<file path="src/rtl/haar_feature_seq.sv">
// -----------------------------------------------------------------------------
// haar_feature_seq
//
// Sequencer for the rectangle-sum datapath of the cascade classifier.
// It takes one Haar rectangle descriptor at a time and issues the four
// integral-image corner addresses in the order the rect-sum datapath signs
// them (+ - + -). It then presents the rectangle weight and collects the
// weighted rectangle sum. All rectangles of one feature are accumulated into
// a single feature sum for the stage comparator.
//
// Ports
//   clk, rst_n        clock, asynchronous active-low reset
//   rect_*            descriptor stream in (valid/ready): x, y, w, h,
//                     signed weight, last-rectangle-of-feature flag
//   addr_valid/ready  corner address out to the integral memory
//   addr              registered corner address (row*IMG_W + col, truncated)
//   weight_valid/ready, weight
//                     registered rectangle weight out to the rect-sum datapath
//   rsum_valid/ready, rsum_data
//                     weighted rectangle sum in from the datapath
//   feat_valid/ready, feat_sum
//                     accumulated feature sum out
//   err               sticky: a descriptor exceeded the window bounds
//   busy              high whenever the sequencer is not idle
// -----------------------------------------------------------------------------
module haar_feature_seq #(
  parameter int IMG_W    = 25,
  parameter int W_ADDR   = 10,
  parameter int W_COORD  = 5,
  parameter int W_WEIGHT = 3,
  parameter int W_RSUM   = 35,
  parameter int W_FEAT   = 37
) (
  input  logic                       clk,
  input  logic                       rst_n,
  input  logic                       rect_valid,
  output logic                       rect_ready,
  input  logic [W_COORD-1:0]         rect_x,
  input  logic [W_COORD-1:0]         rect_y,
  input  logic [W_COORD-1:0]         rect_w,
  input  logic [W_COORD-1:0]         rect_h,
  input  logic signed [W_WEIGHT-1:0] rect_weight,
  input  logic                       rect_last,
  output logic                       addr_valid,
  input  logic                       addr_ready,
  output logic [W_ADDR-1:0]          addr,
  output logic                       weight_valid,
  input  logic                       weight_ready,
  output logic signed [W_WEIGHT-1:0] weight,
  input  logic                       rsum_valid,
  output logic                       rsum_ready,
  input  logic signed [W_RSUM-1:0]   rsum_data,
  output logic                       feat_valid,
  input  logic                       feat_ready,
  output logic signed [W_FEAT-1:0]   feat_sum,
  output logic                       err,
  output logic                       busy
);

  typedef enum logic [1:0] {IDLE, ISSUE, WAIT, DONE} state_t;

  // Largest legal corner coordinate. Row/column IMG_W-1 is the last one
  // that exists in the padded integral window.
  localparam logic [W_COORD:0] MAX_COORD = (W_COORD + 1)'(IMG_W - 1);

  state_t                     state, state_next;
  logic [W_COORD-1:0]         x_r, y_r, w_r, h_r;
  logic                       last_r;
  logic [1:0]                 corner;
  logic                       first_r;
  logic signed [W_FEAT-1:0]   acc;
  logic signed [W_FEAT-1:0]   acc_sum;
  logic [W_COORD:0]           in_xw, in_yh;
  logic                       in_oob;

  logic rect_fire, addr_fire, weight_fire, rsum_fire, feat_fire;

  // Corner order matches the datapath sign pattern: 0:(x,y) + 1:(x+w,y) -
  // 2:(x+w,y+h) + 3:(x,y+h) -. The address is formed at full width before
  // truncation, so out-of-window corners wrap rather than saturate.
  function automatic logic [W_ADDR-1:0] corner_addr(
    input logic [1:0]         c,
    input logic [W_COORD-1:0] cx,
    input logic [W_COORD-1:0] cy,
    input logic [W_COORD-1:0] cw,
    input logic [W_COORD-1:0] ch
  );
    logic [W_COORD:0] col;
    logic [W_COORD:0] row;
    logic [31:0]      full;
    col  = (c == 2'd1 || c == 2'd2) ? ({1'b0, cx} + {1'b0, cw}) : {1'b0, cx};
    row  = (c == 2'd2 || c == 2'd3) ? ({1'b0, cy} + {1'b0, ch}) : {1'b0, cy};
    full = 32'(row) * 32'(IMG_W) + 32'(col);
    return full[W_ADDR-1:0];
  endfunction

  assign rect_fire   = rect_valid & rect_ready;
  assign addr_fire   = addr_valid & addr_ready;
  assign weight_fire = weight_valid & weight_ready;
  assign rsum_fire   = rsum_valid & rsum_ready;
  assign feat_fire   = feat_valid & feat_ready;

  assign in_xw  = {1'b0, rect_x} + {1'b0, rect_w};
  assign in_yh  = {1'b0, rect_y} + {1'b0, rect_h};
  assign in_oob = (in_xw > MAX_COORD) | (in_yh > MAX_COORD);

  assign acc_sum = acc + {{(W_FEAT - W_RSUM){rsum_data[W_RSUM-1]}}, rsum_data};

  assign busy = (state != IDLE);

  // Next-state logic.
  always_comb begin
    // NOTE: default first so every path assigns state_next; otherwise a
    // latch is inferred for the hold case.
    state_next = state;
    case (state)
      IDLE:  if (rect_fire) state_next = ISSUE;
      ISSUE: if (addr_fire && corner == 2'd3) state_next = WAIT;
      WAIT:  if (rsum_fire) state_next = last_r ? DONE : IDLE;
      DONE:  if (feat_fire) state_next = IDLE;
      default: state_next = IDLE;
    endcase
  end

  // State register and registered outputs. Handshake outputs are flops so
  // that they read 0 while reset is asserted. As a result rect_ready opens
  // one cycle after reset is released.
  always_ff @(posedge clk or negedge rst_n) begin
    if (!rst_n) begin
      state        <= IDLE;
      rect_ready   <= 1'b0;
      x_r          <= '0;
      y_r          <= '0;
      w_r          <= '0;
      h_r          <= '0;
      last_r       <= 1'b0;
      corner       <= 2'd0;
      first_r      <= 1'b1;
      acc          <= '0;
      addr_valid   <= 1'b0;
      addr         <= '0;
      weight_valid <= 1'b0;
      weight       <= '0;
      rsum_ready   <= 1'b0;
      feat_valid   <= 1'b0;
      feat_sum     <= '0;
      err          <= 1'b0;
    end else begin
      // NOTE: non-blocking throughout so every flop samples pre-edge values,
      // independent of statement order in this block.
      state      <= state_next;
      rect_ready <= (state_next == IDLE);

      if (rect_fire) begin
        x_r        <= rect_x;
        y_r        <= rect_y;
        w_r        <= rect_w;
        h_r        <= rect_h;
        weight     <= rect_weight;
        last_r     <= rect_last;
        corner     <= 2'd0;
        addr       <= corner_addr(2'd0, rect_x, rect_y, rect_w, rect_h);
        addr_valid <= 1'b1;
        first_r    <= 1'b0;
        if (first_r) acc <= '0;
        if (in_oob)  err <= 1'b1;
      end

      if (addr_fire) begin
        if (corner == 2'd3) begin
          addr_valid   <= 1'b0;
          weight_valid <= 1'b1;
          rsum_ready   <= 1'b1;
        end else begin
          corner <= corner + 2'd1;
          addr   <= corner_addr(corner + 2'd1, x_r, y_r, w_r, h_r);
        end
      end

      if (weight_fire) weight_valid <= 1'b0;

      // Taking the sum ends the rectangle. A weight still pending at that
      // point is withdrawn so that it does not leak into the next rectangle.
      if (rsum_fire) begin
        acc          <= acc_sum;
        rsum_ready   <= 1'b0;
        weight_valid <= 1'b0;
        if (last_r) begin
          feat_valid <= 1'b1;
          feat_sum   <= acc_sum;
        end
      end

      if (feat_fire) begin
        feat_valid <= 1'b0;
        first_r    <= 1'b1;
      end
    end
  end

endmodule

</file>
<file path="config.mk">
export PLATFORM = sky130hd
export DESIGN_NAME = haar_feature_seq
export DESIGN_NICKNAME = d
export VERILOG_FILES = /design/src/rtl/haar_feature_seq.sv
export SDC_FILE = /design/constraint.sdc
export NUM_CORES = 1
export LEC_CHECK = 0
export ABC_CLOCK_PERIOD_IN_PS = 5120
export CAP_MARGIN = 10
export CORE_UTILIZATION = 30
export DETAILED_ROUTE_END_ITERATION = 6
export MAX_ROUTING_LAYER = met4
export PLACE_DENSITY = 0.56
export SLEW_MARGIN = 5
export SYNTH_ARGS = -nofsm -noshare
export SYNTH_HDL_FRONTEND = slang
export SYNTH_SLANG_ARGS = --single-unit
</file>
<file path="constraint.sdc">
create_clock -name clk -period 5.12 [get_ports clk]
set_input_delay 0.512 -clock clk [delete_from_list [all_inputs] [get_ports clk]]
set_output_delay 0.512 -clock clk [all_outputs]
set_load 0.005 [all_outputs]
</file>
* Word-level counts from Yosys, hierarchy flattened
Cells that the tools add are included.
** Word-level totals
- Register bits :: 119
- Output and inout port bits :: 57
- Logic and storage cells :: 94
** Cells by class
- Add/sub/neg operators :: 8
- $mul :: 2
- $lt $le $gt $ge :: 2
- Equal/unequal tests :: 7
- Mux-type cells :: 30
- Bitwise operators :: 6
- Reductions and logical operators :: 21
** Operators with widths (count)
- 2-to-1 mux 37 bit :: 3
- adder 37 bit :: 1
- 2-to-1 mux 10 bit :: 3
- adder 5 x 5 -> 6 bit :: 4
- 2-to-1 mux 2 bit :: 8
- nonzero test 2 bit :: 8
- 2-to-1 mux 1 bit :: 13
- greater-than comparator 6 x 5 -> 1 bit, second input constant :: 2
- 2-to-1 mux 6 bit :: 2
- AND reduction 2 bit :: 6
- adder 10 x 5 -> 10 bit :: 1
- adder 10 x 6 -> 10 bit :: 1
- equality test 2 bit, second input constant :: 5
- multiplier 5 x 5 -> 10 bit, second input constant :: 1
- multiplier 6 x 5 -> 10 bit, second input constant :: 1
- case mux 2 bit (4 select lines) :: 1
- nonzero test 3 bit :: 2
- AND 1 bit :: 5
- equality test 2 x 1 -> 1 bit, second input constant :: 2
- logical NOT 2 bit :: 2
- adder 2 x 1 -> 2 bit, second input constant :: 1
- logical OR 1 bit :: 2
- logical AND 1 bit :: 1
- OR 1 bit :: 1

* Longest topological paths before layout
- Depth in word-level cells :: 8
- Mapped depth :: 22

* Worst setup path after synthesis
No wires, ideal clock.
- Path kind :: reg-to-reg
- From :: register y_r[0]
- To :: register addr[9]
- Setup time :: 0.136 ns
- Data arrival time :: 3.927 ns
- Data required time :: 4.984 ns
- Setup slack :: 1.057 ns
- Stages on the path, launching flop included :: 20
- Path through :: dfrtp_1 -> ha_1 -> fa_1 -> a21o_1 -> a21oi_1 -> xnor2_1 -> mux2i_1 -> inv_1 -> ha_1 -> ha_1 -> fa_1 -> ha_1 -> a21oi_1 -> o21bai_1 -> a21oi_1 -> o21bai_1 -> a21oi_1 -> xnor2_1 -> nand2_1 -> o21ai_0
** Between the ends
- Longest elaborated chain between the ends :: 6
** RTL lines
- start, declared :: line 67 : logic [W_COORD-1:0] x_r, y_r, w_r, h_r;
- start signal, assigned :: line 156 : y_r <= rect_y;
- adder 5 x 5 -> 6 bit :: line 92 : row = (c == 2'd2 || c == 2'd3) ? ({1'b0, cy} + {1'b0, ch}) : {1'b0, cy};
- 2-to-1 mux 6 bit (*) :: line 92
- multiplier 6 x 5 -> 10 bit (*) :: line 93 : full = 32'(row) * 32'(IMG_W) + 32'(col);
- adder 10 x 6 -> 10 bit (*) :: line 93
- 2-to-1 mux 10 bit (*) :: line 170 : if (corner == 2'd3) begin
- 2-to-1 mux 10 bit (*) :: line 169 : if (addr_fire) begin
- end signal, assigned :: line 162 : addr <= corner_addr(2'd0, rect_x, rect_y, rect_w, rect_h);
- end signal, assigned :: line 176 : addr <= corner_addr(corner + 2'd1, x_r, y_r, w_r, h_r);
- end, declared :: line 46 : output logic [W_ADDR-1:0] addr,
Mark *: on every way between the ends. The rest lies on a longest branch, timed or not.
A chain may end at the register's enable or synchronous reset.

* Worst setup path after layout
Same ends and word-level chain as after synthesis.

==> flow_metrics.py <==
metrics = {
    "status": {
        "status": "finished clean",
    },
    "cells_and_area": {
        "drive_gt1_share_pct": 8.124,
        "stdcell_area_mm2": 0.01046,
        "finalNetCount": 1176,
        "n_antenna_cell": 0,
        "synthToLayoutAreaGrowth_pct": 26.05,
        "fin_util_pct": 38.71,
        "nFillCells": 2730,
    },
    "placed_design": {
        "gp_congestion": 0.8356,
        "hpwl_mm": 15.48,
        "io_buffer_count": 122,
        "place_area_mm2": 0.009879,
    },
    "logic_synthesis": {
        "synthTopCellsByCount": "118 x dfrtp_1, 118 x nand2_1, 113 x ha_1, 93 x o21ai_0, 62 x a21oi_1",
        "synthArstFlopShare_pct": 100.0,
        "syn-cell-area_mm2": 0.008299,
        "synth_nets": 1060,
        "synth-edff-count": 0,
        "synth.area.top_cells": "dfrtp_1 36%, ha_1 17%, o21ai_0 5.6%",
        "yosysUniqueCellTypes": 58,
        "yosysTopAreaCell": "dfrtp_1",
        "ys.flop_type": "dfrtp_1",
        "netlist_instances": 868,
        "yosysSeqAreaShare_pct": 35.90,
        "yosysTopAreaCellShare_pct": 35.58,
        "yosys_warnings": 0,
        "syn_area_per_cell_um2": 9.561,
        "synth-seq-cells": 119,
    },
    "critical_path": {
        "crit_path_end_kind": "flop",
        "critPathArrivalTime_ns": 4.64,
        "critPathKind": "flop to flop",
        "startpoint_type": "flop",
        "cp.required_ns": 5.41,
        "path_max_fanout": 3,
    },
    "grt": {
        "grt_pass1_vias": 6682,
        "grt_max_degree": 77,
        "antenna_found_initial": 0,
        "grt_overflow": 0,
        "track_usage_pct": 15.73,
        "grt_pass1_wl_mm": 34.33,
    },
    "clock_network": {
        "clk_pin_slew_ns": 0.06,
        "cts_buffers": 17,
        "cts_setup_buffers": 0,
        "clk_latency_ns": 0.42,
        "cts.htree.levels": 4,
        "cts_tree": "done",
        "clock-sinks": 119,
        "holdBufCountCts": 0,
        "cts_resized": 0,
        "clk_path_buf_depth": 2,
        "cts.root.buffer_cell": "clkbuf_16",
    },
    "sta": {
        "setup_violations": 0,
        "rsz0062_at_grt": "no",
        "fmax_ghz": 0.2299,
        "hold_viol": 0,
        "period_needed_ns": 4.350,
        "fin_tns_setup_ns": 0,
        "clock-skew-final_ns": 0.01072,
        "slew_viol_final": 0,
        "slew_headroom_pct": 27.20,
        "period_share_pct": 84.95,
        "max_slew.worst_pin.slew_ns": 1.090,
    },
    "floorplan": {
        "die_h_um": 168.3,
        "coreArea_mm2": 0.02703,
        "ioPinCount": 123,
        "fp.dieW_um": 168.3,
        "num_rows": 60,
        "die_area_mm2": 0.02833,
        "start_util_pct": 30.71,
    },
    "detailed_routing": {
        "drt-initial-drc-count": 250,
        "vias": 6480,
        "drc": 0,
        "firstDrtPassIters": 7,
        "wl_mm": 20.52,
        "ant_nets": 0,
        "via_per_inst": 4.843,
        "wl_per_cell_um": 15.33,
    },
    "run": {
        "maxCapViolCount": 0,
    },
    "min_path": {
        "hold_path_class": "input port to async pin",
    },
}
==> worst max-delay path, stage by stage (launching register included) <==
cell	delay, ns
dfrtp_1	0.39
ha_1	0.24
fa_1	0.41
a21o_1	0.17
a21oi_1	0.16
xnor2_1	0.08
mux2i_1	0.18
inv_1	0.10
ha_1	0.30
ha_1	0.32
fa_1	0.48
ha_1	0.35
a21oi_1	0.24
o21bai_1	0.09
a21oi_1	0.22
o21bai_1	0.08
a21oi_1	0.18
xnor2_1	0.09
nand2_1	0.07
o21ai_0	0.07
==> through the flow <==
step	instances	hold slack, ns	setup slack [ns]
2_1_floorplan	868	0.2164	1.057
3_3_place_gp	1305	0.4450	0.8666
3_5_place_dp	1305	0.4452	0.7483
4_1_cts	1337	0.1503	0.7405
5_1_grt	1338	0.1796	0.3738
6_report	1338	0.1251	0.7703
==> state kept, by name (all words and copies together) (netlist names) <==
name	cells
first_r	1
addr_valid	1
acc	37
h_r	5
corner	2
feat_sum	37
y_r	5
rsum_ready	1
weight_valid	1
w_r	5
err	1
x_r	5
feat_valid	1
weight	3
last_r	1
addr	10
rect_ready	1
state	2
==> logic make-up (layout without fill, tap and decap cells) <==
group / Yosys count / after routing / share of synthesized area, %
AOI/OAI and AO/OA: 258 / 258 / 18.68
xor gates and xnor gates: 62 / 62 / 6.709
adders and majority gates: 126 / 126 / 20.17
buffers and inverters: 78 / 207 / 3.528
DFF: 119 / 119 / 35.90
muxes: 33 / 33 / 4.538
and+or+nand+nor: 192 / 192 / 10.48
==> metal layers <==
| metal | vias up | GRT usage (%) | share of wire [%] |
|---|---|---|---|
| met5 | - | - | 0 |
| met2 | 115 | 24.73 | 45 |
| li1 | 3307 | - | - |
| met4 | 0 | 3.992 | 1.3 |
| met3 | 20 | 3.667 | 4.5 |
| met1 | 3038 | 20.31 | 49 |
==> cells in the final DEF, fill, tap and decap left out, drive strengths merged, types with 8 or more instances in the layout <==
cell	n
nand3	8
a211oi	9
dfrtp	118
a21oi	63
nor2b	10
o21ai	106
a21o	40
fa	13
and2	8
ha	113
inv	52
clkdlybuf4s50	121
nand2	118
xnor2	35
nor2	20
mux2	27
clkbuf	18
xor2	26
==> layout make-up <==
| class | count | area, um^2 | share of cell area, % |
|---|---|---|---|
| clock inverters | 14 | 122.6 | 1.172 |
| repair buffers | 127 | 1272 | 12.16 |
| multi-input cells | 671 | 5041 | 48.19 |
| clock buffers | 18 | 439.2 | 4.198 |
| well taps | 341 | 426.7 | 4.078 |
| inverters | 48 | 180.2 | 1.722 |
| flip-flops and latches | 119 | 2979 | 28.48 |
==> path summary, 6_finish.rpt <==
kind | from | end | slack, ns | depth (start not counted)
worst min register to register | err | err | 0.46 | 1
worst min-delay path | rst_n | feat_sum[22] | 0.13 | 1
max in group asynchronous | rst_n | addr[4] | 3.93 | 2
min in group clk | err | err | 0.46 | 1
worst max-delay path | y_r[0] | addr[9] | 0.77 | 19
worst max register to register | y_r[0] | addr[9] | 0.77 | 19
Power is not shown: default switching activity piles up to over one toggle a cycle in this logic, so the estimate is an artifact.
